`src/rtl/rv32i_types.sv`:
```
// Shared RV32I types for the fetch/execute path.
// Holds the branch-target-buffer op encoding and entry layout.
package rv32i_types;

    typedef logic [31:0] rv32i_word;

    typedef enum logic [1:0] {
        null_op = 2'b00,
        jal_op  = 2'b01,
        jalr_op = 2'b10,
        br_op   = 2'b11
    } pc_branch_target_ops;

    // Tag is sized for the smallest legal index width; unused high bits stay 0.
    typedef struct packed {
        logic      valid;
        logic [29:0] tag;
        rv32i_word target;
        logic [1:0] ctr;
        logic      uncond;
    } btb_entry_t;

endpackage

```
`src/rtl/btb_ctr_update.sv`:
```
// Two-bit saturating direction counter next-state logic.
// Taken counts up to 2'b11, not-taken counts down to 2'b00.
module btb_ctr_update (
    input  logic [1:0] ctr,
    input  logic       taken,
    output logic [1:0] ctr_next
);

    always_comb begin
        ctr_next = ctr;
        if (taken) begin
            if (ctr != 2'b11) ctr_next = ctr + 2'd1;
        end else begin
            if (ctr != 2'b00) ctr_next = ctr - 2'd1;
        end
    end

endmodule

```
`src/rtl/pc_branch_target_buffer.sv`:
```
// Direct-mapped branch target buffer with a registered lookup port
// and write-first forwarding from the execute-stage update port.
module pc_branch_target_buffer
    import rv32i_types::*;
#(
    parameter int INDEX_BITS = 4
) (
    input  logic                clk,
    input  logic                rst,
    input  logic                flush,
    input  logic                lookup_req,
    input  rv32i_word           lookup_pc,
    output logic                lookup_resp,
    output logic                lookup_hit,
    output logic                lookup_taken,
    output rv32i_word           lookup_target,
    input  logic                update_valid,
    input  pc_branch_target_ops update_op,
    input  rv32i_word           update_pc,
    input  rv32i_word           update_target,
    input  logic                update_taken
);

    localparam int ENTRIES  = 1 << INDEX_BITS;
    localparam int TAG_BITS = 30 - INDEX_BITS;

    logic [ENTRIES-1:0] valid_q;
    logic [29:0]        tag_q    [ENTRIES];
    rv32i_word          target_q [ENTRIES];
    logic [1:0]         ctr_q    [ENTRIES];
    logic               uncond_q [ENTRIES];

    logic [INDEX_BITS-1:0] uidx;
    logic [INDEX_BITS-1:0] lidx;
    logic [29:0]           utag;
    logic [29:0]           ltag;
    logic                  unused_bits;

    assign uidx = update_pc[INDEX_BITS+1:2];
    assign lidx = lookup_pc[INDEX_BITS+1:2];
    assign utag = 30'(update_pc[31:INDEX_BITS+2]);
    assign ltag = 30'(lookup_pc[31:INDEX_BITS+2]);
    assign unused_bits = ^update_pc[1:0];

    btb_entry_t ucur;
    btb_entry_t unxt;
    btb_entry_t lcur;
    btb_entry_t lent;
    logic       uhit;
    logic       we;
    logic [1:0] ctr_next;
    logic       lhit;
    logic       ltaken;
    rv32i_word  ltgt;

    always_comb begin
        ucur = '{valid_q[uidx], tag_q[uidx], target_q[uidx],
                 ctr_q[uidx], uncond_q[uidx]};
        lcur = '{valid_q[lidx], tag_q[lidx], target_q[lidx],
                 ctr_q[lidx], uncond_q[lidx]};
    end

    assign uhit = ucur.valid && (ucur.tag == utag);

    btb_ctr_update u_ctr (
        .ctr      (ucur.ctr),
        .taken    (update_taken),
        .ctr_next (ctr_next)
    );

    always_comb begin
        we   = 1'b0;
        unxt = ucur;
        if (update_valid && !flush) begin
            unique case (update_op)
                jal_op, jalr_op: begin
                    we   = 1'b1;
                    unxt = '{1'b1, utag, update_target & ~32'h1,
                             2'b11, 1'b1};
                end
                br_op: begin
                    if (uhit) begin
                        // A conditional hit demotes an unconditional entry.
                        we          = 1'b1;
                        unxt.ctr    = ctr_next;
                        unxt.uncond = 1'b0;
                        if (update_taken)
                            unxt.target = update_target & ~32'h1;
                    end else if (update_taken) begin
                        we   = 1'b1;
                        unxt = '{1'b1, utag, update_target & ~32'h1,
                                 2'b10, 1'b0};
                    end
                end
                default: ;
            endcase
        end
    end

    // Write-first: a same-edge update to the looked-up index is forwarded.
    always_comb begin
        lent   = (we && (uidx == lidx)) ? unxt : lcur;
        lhit   = !flush && lent.valid && (lent.tag == ltag);
        ltaken = lhit && (lent.uncond || lent.ctr[1]);
        ltgt   = ltaken ? lent.target : lookup_pc + 32'd4;
    end

    always_ff @(posedge clk or posedge rst) begin
        if (rst) begin
            valid_q <= '0;
        end else if (flush) begin
            valid_q <= '0;
        end else if (we) begin
            valid_q[uidx] <= unxt.valid;
        end
    end

    always_ff @(posedge clk) begin
        if (we) begin
            tag_q[uidx]    <= unxt.tag;
            target_q[uidx] <= unxt.target;
            ctr_q[uidx]    <= unxt.ctr;
            uncond_q[uidx] <= unxt.uncond;
        end
    end

    always_ff @(posedge clk or posedge rst) begin
        if (rst) begin
            lookup_resp   <= 1'b0;
            lookup_hit    <= 1'b0;
            lookup_taken  <= 1'b0;
            lookup_target <= '0;
        end else begin
            lookup_resp <= lookup_req;
            if (lookup_req) begin
                lookup_hit    <= lhit;
                lookup_taken  <= ltaken;
                lookup_target <= ltgt;
            end
        end
    end

    if (TAG_BITS < 1) begin : g_bad_index
        $error("INDEX_BITS too large");
    end

endmodule

```
`config.mk`:
```
export PLATFORM = sky130hd
export DESIGN_NAME = pc_branch_target_buffer
export DESIGN_NICKNAME = d
export VERILOG_FILES = /design/src/rtl/rv32i_types.sv /design/src/rtl/btb_ctr_update.sv /design/src/rtl/pc_branch_target_buffer.sv
export SDC_FILE = /design/constraint.sdc
export NUM_CORES = 2
export LEC_CHECK = 0
export CAP_MARGIN = 25
export CORE_MARGIN = 3
export CORE_UTILIZATION = 54
export DETAILED_ROUTE_END_ITERATION = 16
export PLACE_DENSITY = 0.69
export SLEW_MARGIN = 20
export SYNTH_ARGS = -nofsm -noshare
export SYNTH_HDL_FRONTEND = slang
export SYNTH_SLANG_ARGS = --single-unit
```
`constraint.sdc`:
```
create_clock -name clk -period 11.7 [get_ports clk]
set_input_delay 1.755 -clock clk [delete_from_list [all_inputs] [get_ports clk]]
set_output_delay 1.755 -clock clk [all_outputs]
set_load 0.03 [all_outputs]
```
* Yosys cells after proc, flatten, opt, wreduce, memory -nomap -nowiden *
Memory sizes are Yosys's and may differ from the RTL's.
Index checks and enable logic that the tools add are counted.

storage, ports and cells
  register bits after elaboration = 51
  bits in latches = 0
  bits in writable memories = 1040
  bits in read-only memories = 0
  input port bits = 104
  output and inout port bits = 35
  word-level logic and storage cells = 60
  memories = 4

memory list
  memory    words  bits a word  rd ports  clocked after memory_dff  wr ports  line                           RTL
  target_q  16     32           2         0                         1         pc_branch_target_buffer.sv:29  rv32i_word target_q [ENTRIES];
  tag_q     16     30           2         0                         1         pc_branch_target_buffer.sv:28  logic [29:0] tag_q [ENTRIES];
  ctr_q     16     2            2         0                         1         pc_branch_target_buffer.sv:30  logic [1:0] ctr_q [ENTRIES];
  uncond_q  16     1            2         0                         1         pc_branch_target_buffer.sv:31  logic uncond_q [ENTRIES];

operators by class
  add/subtract/negate cells = 3
  $mul = 0
  divide/modulo/power cells = 0
  magnitude comparators = 3
  equal/unequal tests = 7
  shift operators = 0
  mux-type cells = 26
  bitwise operators = 0
  reduce and logical (&&, ||, !) cells = 12

operator list
  operator                 number
  $mux W66                 3
  $pmux W66 S2             1
  $mux W32                 2
  $eq A30 B26 Y1           2
  $mux W35                 1
  $add A32 B3 Y32 const B  1
  $mux W16                 2
  $mux W31                 1
  $bwmux W16               1
  $lt A4 B5 Y1 const B     2
  $bmux W1 S4              2
  $mux W1                  8
  $logic_and A1 B1 Y1      7
  $mux W2                  3
  $demux W1 S4             1
  $eq A2 B2 Y1 const B     2
  $eq A4 B4 Y1             1
  $ge A4 B1 Y1 const B     1
  $reduce_bool A2 Y1       2
  $add A2 B1 Y2 const B    1
  $eq A2 B1 Y1 const B     1
  $ne A2 B2 Y1 const B     1
  $pmux W1 S2              1
  $reduce_or A2 Y1         1
  other kinds (3)          3

* Depth between registers and ports, before layout *
  word-level depth = 12
  mapped depth = 23
  gate-level depth less buffers = 15

* Modules after synthesis *
Synthesis repeated with hierarchy kept, for this count alone.

second synthesis, totals
  cells, all modules = 2872
  area total of the unflattened synthesis = 52849.4 µm²

by module, submodules not included
  module                   instances  cells an instance  area an instance (µm²)  seq. area each (µm²)
  pc_branch_target_buffer  1          2869               52823.2                 32506.2
  btb_ctr_update           1          3                  26.3                    0.0

* Least setup slack after synthesis *
OpenSTA, ideal clock, no wires.

  path kind = input-to-reg
  from = input port update_pc[4]
  to = memory ctr_q[15][0], enable pin
  library setup time = 570 ps
  arrival = 9307 ps
  required time = 11130 ps
  path slack = 1823 ps
  stages on the path = 11
  buffers on the path = 9
  cells stage by stage = buf_2 > buf_1 > clkbuf_1 > clkbuf_1 > buf_2 > buf_1 > buf_1 > buf_1 > buf_1 > nand2_1 > nor3_1

on the way
  cells in the longest elaborated chain, start to end = 8
  elaborated cells between the ends (all ways) = 10
  those cells by class = eq/ne (1); mux (7); reduce/logical (1); memory (1)

ends and longest elaborated chain
  what                                                   line                                                          RTL
  start: declaration                                     pc_branch_target_buffer.sv:19                                 input rv32i_word update_pc,
  $mem_v2 Z16 W30 / $bmux W1 S4 (equally long branches)  -
  $eq A30 B26 Y1 / $mux W1 (equally long branches)       pc_branch_target_buffer.sv:63, pc_branch_target_buffer.sv:57
  $logic_and A1 B1 Y1                                    pc_branch_target_buffer.sv:63                                 assign uhit = ucur.valid && (ucur.tag == utag);
  $mux W1                                                pc_branch_target_buffer.sv:82                                 if (uhit) begin
  $pmux W1 S2                                            pc_branch_target_buffer.sv:75                                 unique case (update_op)
  $mux W1                                                pc_branch_target_buffer.sv:74                                 if (update_valid && !flush) begin
  $mux W1                                                pc_branch_target_buffer.sv:119                                if (we) begin
  $mux W1 (not written as such)                          pc_branch_target_buffer.sv:122                                ctr_q[uidx] <= unxt.ctr;
  end: declaration                                       pc_branch_target_buffer.sv:30

Several ways; a longest one is shown, not always the timed one. The select of a mux whose other input is x is not followed.

* Final worst setup path *
  from = input port update_pc[3]
  to = register lookup_target[2]

on the way
  cells in the longest elaborated chain, start to end = 12
  elaborated cells between the ends (all ways) = 33
  those cells by class = add/sub (2); eq/ne (4); mux (16); reduce/logical (7); memory (4)

ends and longest elaborated chain
  what                                                          line                                                          RTL
  $mem_v2 Z16 W30 / $bmux W1 S4 (equally long branches)         -
  $eq A30 B26 Y1 / $mux W1 (equally long branches)              pc_branch_target_buffer.sv:63, pc_branch_target_buffer.sv:57
  $logic_and A1 B1 Y1                                           pc_branch_target_buffer.sv:63
  $mux W1                                                       pc_branch_target_buffer.sv:82
  $pmux W1 S2                                                   pc_branch_target_buffer.sv:75
  $mux W1                                                       pc_branch_target_buffer.sv:74
  $logic_and A1 B1 Y1                                           pc_branch_target_buffer.sv:102                                lent = (we && (uidx == lidx)) ? unxt : lcur;
  $mux W66 (*)                                                  pc_branch_target_buffer.sv:102
  $eq A30 B26 Y1 / $logic_and A1 B1 Y1 (equally long branches)  pc_branch_target_buffer.sv:103                                lhit = !flush && lent.valid && (lent.tag == ltag);
  $logic_and A1 B1 Y1                                           pc_branch_target_buffer.sv:103
  $logic_and A1 B1 Y1                                           pc_branch_target_buffer.sv:104                                ltaken = lhit && (lent.uncond || lent.ctr[1]);
  $mux W32 (*)                                                  pc_branch_target_buffer.sv:105                                ltgt = ltaken ? lent.target : lookup_pc + 32'd4;
  end signal: assignment                                        pc_branch_target_buffer.sv:138                                lookup_target <= ltgt;
  end: declaration                                              pc_branch_target_buffer.sv:16                                 output rv32i_word lookup_target,

Mark *: on every way between the ends. The rest lies on a longest branch, timed or not. The select of a mux whose other input is x is not followed.
A chain may end at the register's enable or synchronous reset.

==> impl_metrics.ini <==
[global_route]
grt_pass1_wl_um = 234000
gr-total-overflow = 0
grt_use_total = 0.316
grt_antenna_before_repair = 8
grt_max_degree = 95
grt_pass1_vias = 33000

[die]
core_um2 = 98600
initial_core_util = 0.546
rows = 115
dieHeight_um = 322
ioPinCount = 139
die_area_um2 = 103000
die_x_um = 322

[detailed_routing]
vias = 33000
ant_nets = 0
wl_um = 163000
firstDrtPassIters = 6
drc = 0
via_per_inst = 7.36
drtIter0Drc = 4886
wl_per_cell_um = 36.3

[cells_and_area]
final_util = 0.612
fin_area_um2 = 60300
synthToLayoutAreaGrowth_pct = 12.2
nNetsFinal = 3202
nFillCells = 6909
layout-drive-gt1-share = 0.283
final_cells = 4482

[cts]
clk_latency_ns = 0.71
numCtsBuffers = 112
cts_root_buf = clkbuf_16
clk_pin_slew_ns = 0.06
cts_resized = 0
hold_buffers = 0
cts_tree = done
post_cts_buffers = 0
cts.sinks = 1091
cts_buffer_depth = 3
htree_levels = 3

[synthesis]
syn-cell-area_um2 = 53800
postSynthAreaPerCell_um2 = 17.9
synth-async-reset-ratio = 0.0467
synth_area_leaders = edfxtp_1, mux4_2, dfrtp_1
synth_top_area_share = 0.581
ys.flop_type = edfxtp_1
synth_edf_count = 1040
ys_ff_latch = 1091
synthesis.nets = 3114
yosysWarnings = 0
synth_cell_types = 82
synth_top_area_cell = edfxtp_1
ys_seq_area_frac = 0.604
synth_cells = 3007

[place]
placed_area_um2 = 56500
dp.cells = 4265
dp_hpwl_um = 97400
port_buffers = 135
gp_congestion = 0.980

[sta]
relSlewSlack = 0.272
period_share = 0.764
drv_slew = 0
fmax_mhz = 112
period_needed_ns = 8.94
tightest_slew_ns = 1.09
rsz0062_at_grt = false
setup_tns_ns = 0
hold_viol = 0
fin_skew_ns = 0.0414
setup_viol = 0

[outcome]
status = finished, final reports clean

[power]
pwr_density_cell_nw_per_um2 = 150
power_mw = 9.05
vdd_drop_max_uv = 124
p_leak_nw = 19.5

[worst_hold_path]
min_to = valid_q[9]$_DFFE_PP0P_
hp-class = flop to flop
min-delay-start = valid_q[9]$_DFFE_PP0P_
holdPathStages = 2

[worst_setup_path]
end_kind = flop
critPathMaxFanout = 84
cp.arrival_ns = 9.48
worstRegToRegCells = 17
worst_r2r_endpoint = lookup_target[2]$_DFFE_PP0P_
reg2reg_from = tag_q[11][28]$_DFFE_PP_
reg2reg_slack_ns = 4.81
critPathRequiredTime_ns = 12.24
crit_type = input port to flop
critPathLaunchType = input port

[flow_run]
maxCapViolCount = 0
logic make-up (layout without fill, tap and decap cells):
kind of cell,after synthesis,in the layout,synth area share
muxes,718,718,0.263
xor gates and xnor gates,69,69,0.0112
AOI/OAI and AO/OA,373,373,0.0548
buffers and inverters,301,482,0.0245
and+or+nand+nor,451,451,0.0409
adders and majority gates,4,4,0.000884
DFF,1091,1091,0.604
other,0,7,0
report_power, final:
group | total (mW) | internal [mW] | leakage, nW | switching [mW]
clock | 3.67 | 2.16 | 1.83 | 1.51
sequential | 4.41 | 4.39 | 10.0 | 0.0192
combinational | 0.963 | 0.372 | 7.62 | 0.591
total | 9.05 | 6.93 | 19.5 | 2.12
per-layer routing:
layer  vias to the layer above  GRT usage  wire length, µm  share of wire
met5                         -          0               28        0.00017
met4                         4      0.109             5800          0.036
met3                       343     0.0661            18900           0.12
met2                      2236      0.487            76200           0.47
met1                     17400      0.454            61700           0.38
li1                      12900          -                -              -
critical path, cell delays in order:
cell and delay, ns:
buf_8 0.63, buf_4 0.68, mux4_2 0.43, a22o_1 0.27, a221oi_1 0.34, and4_1 0.45, nand2_1 0.10, or4b_2 0.69
nor3_2 0.53, buf_4 0.34, a31oi_1 0.11, a221oi_1 0.54, nor2_1 0.11, a41oi_1 0.57, a2111o_1 0.71, buf_4 0.33
o21a_1 0.14, buf_4 0.36, o221ai_1 0.21
metrics by stage:
| step | setup slack (ns) | hold slack, ns |
|---|---|---|
| after floorplan | 1.82 | 0.483 |
| after global placement | 2.47 | 0.502 |
| after detailed placement | 2.31 | 0.528 |
| after CTS | 3.05 | 0.542 |
| after global routing | 2.54 | 0.555 |
| final | 2.76 | 0.551 |
synth_stat cells, drive strengths merged, types with 33 or more instances:
cell     count
edfxtp    1040
mux4       551
nand2      149
clkbuf     133
mux2i      121
buf        104
nor2       100
inv         63
xnor2       60
dfrtp       51
nand3       49
a22o        48
mux2        46
o2111ai     38
a21oi       36
o21ai       36
a22oi       33
registers in the layout, summed over array words and instances (netlist names):
name and flops:
target_q 512, tag_q 480, ctr_q 32, lookup_target 32, uncond_q 16, valid_q 16
lookup_hit 1, lookup_resp 1, lookup_taken 1
worst max-delay path by stage:
stage	from	endpoint	slack, ns	cells after the start
6_report	update_pc[3]	lookup_target[2]$_DFFE_PP0P_	2.76	19
5_1_grt	update_pc[3]	lookup_target[13]$_DFFE_PP0P_	2.54	19
4_1_cts	update_pc[3]	lookup_target[2]$_DFFE_PP0P_	3.05	19
3_5_place_dp	update_pc[3]	lookup_target[2]$_DFFE_PP0P_	2.31	19
3_3_place_gp	update_pc[2]	lookup_target[25]$_DFFE_PP0P_	2.47	19
2_1_floorplan	update_pc[4]	ctr_q[15][0]$_DFFE_PP_	1.82	11
layout by cell type (no fill, tap or decap), types with 13 or more instances in the layout:
| cell | n |
|---|---|
| a211oi_1 | 15 |
| a21o_1 | 19 |
| a21oi_1 | 36 |
| a221oi_1 | 24 |
| a22o_1 | 48 |
| a22oi_1 | 32 |
| a31oi_1 | 16 |
| and2_1 | 25 |
| buf_4 | 67 |
| bufinv_16 | 15 |
| clkbuf_1 | 26 |
| clkbuf_16 | 114 |
| clkdlybuf4s50_1 | 127 |
| clkinv_1 | 21 |
| clkinv_2 | 13 |
| dfrtp_1 | 51 |
| edfxtp_1 | 1040 |
| inv_1 | 60 |
| mux2_2 | 46 |
| mux2i_1 | 118 |
| mux4_2 | 551 |
| nand2_1 | 149 |
| nand3_1 | 49 |
| nand4_1 | 17 |
| nor2_1 | 86 |
| nor3_1 | 16 |
| nor4_1 | 21 |
| o2111ai_1 | 38 |
| o21ai_0 | 33 |
| o221ai_1 | 32 |
| xnor2_1 | 60 |
cell type report:
type / instances / area (µm²) / share of cell area
clock buffer: 147 / 3050 / 0.0505
tap: 1287 / 1610 / 0.0267
timing repair buffer: 211 / 2070 / 0.0344
multi-input combinational: 1615 / 20100 / 0.333
antenna: 7 / 17.5 / 0.000290
clock inverter: 60 / 729 / 0.0121
sequential: 1091 / 32500 / 0.539
inverter: 64 / 243 / 0.00402
(Power assumes the default switching activity.)
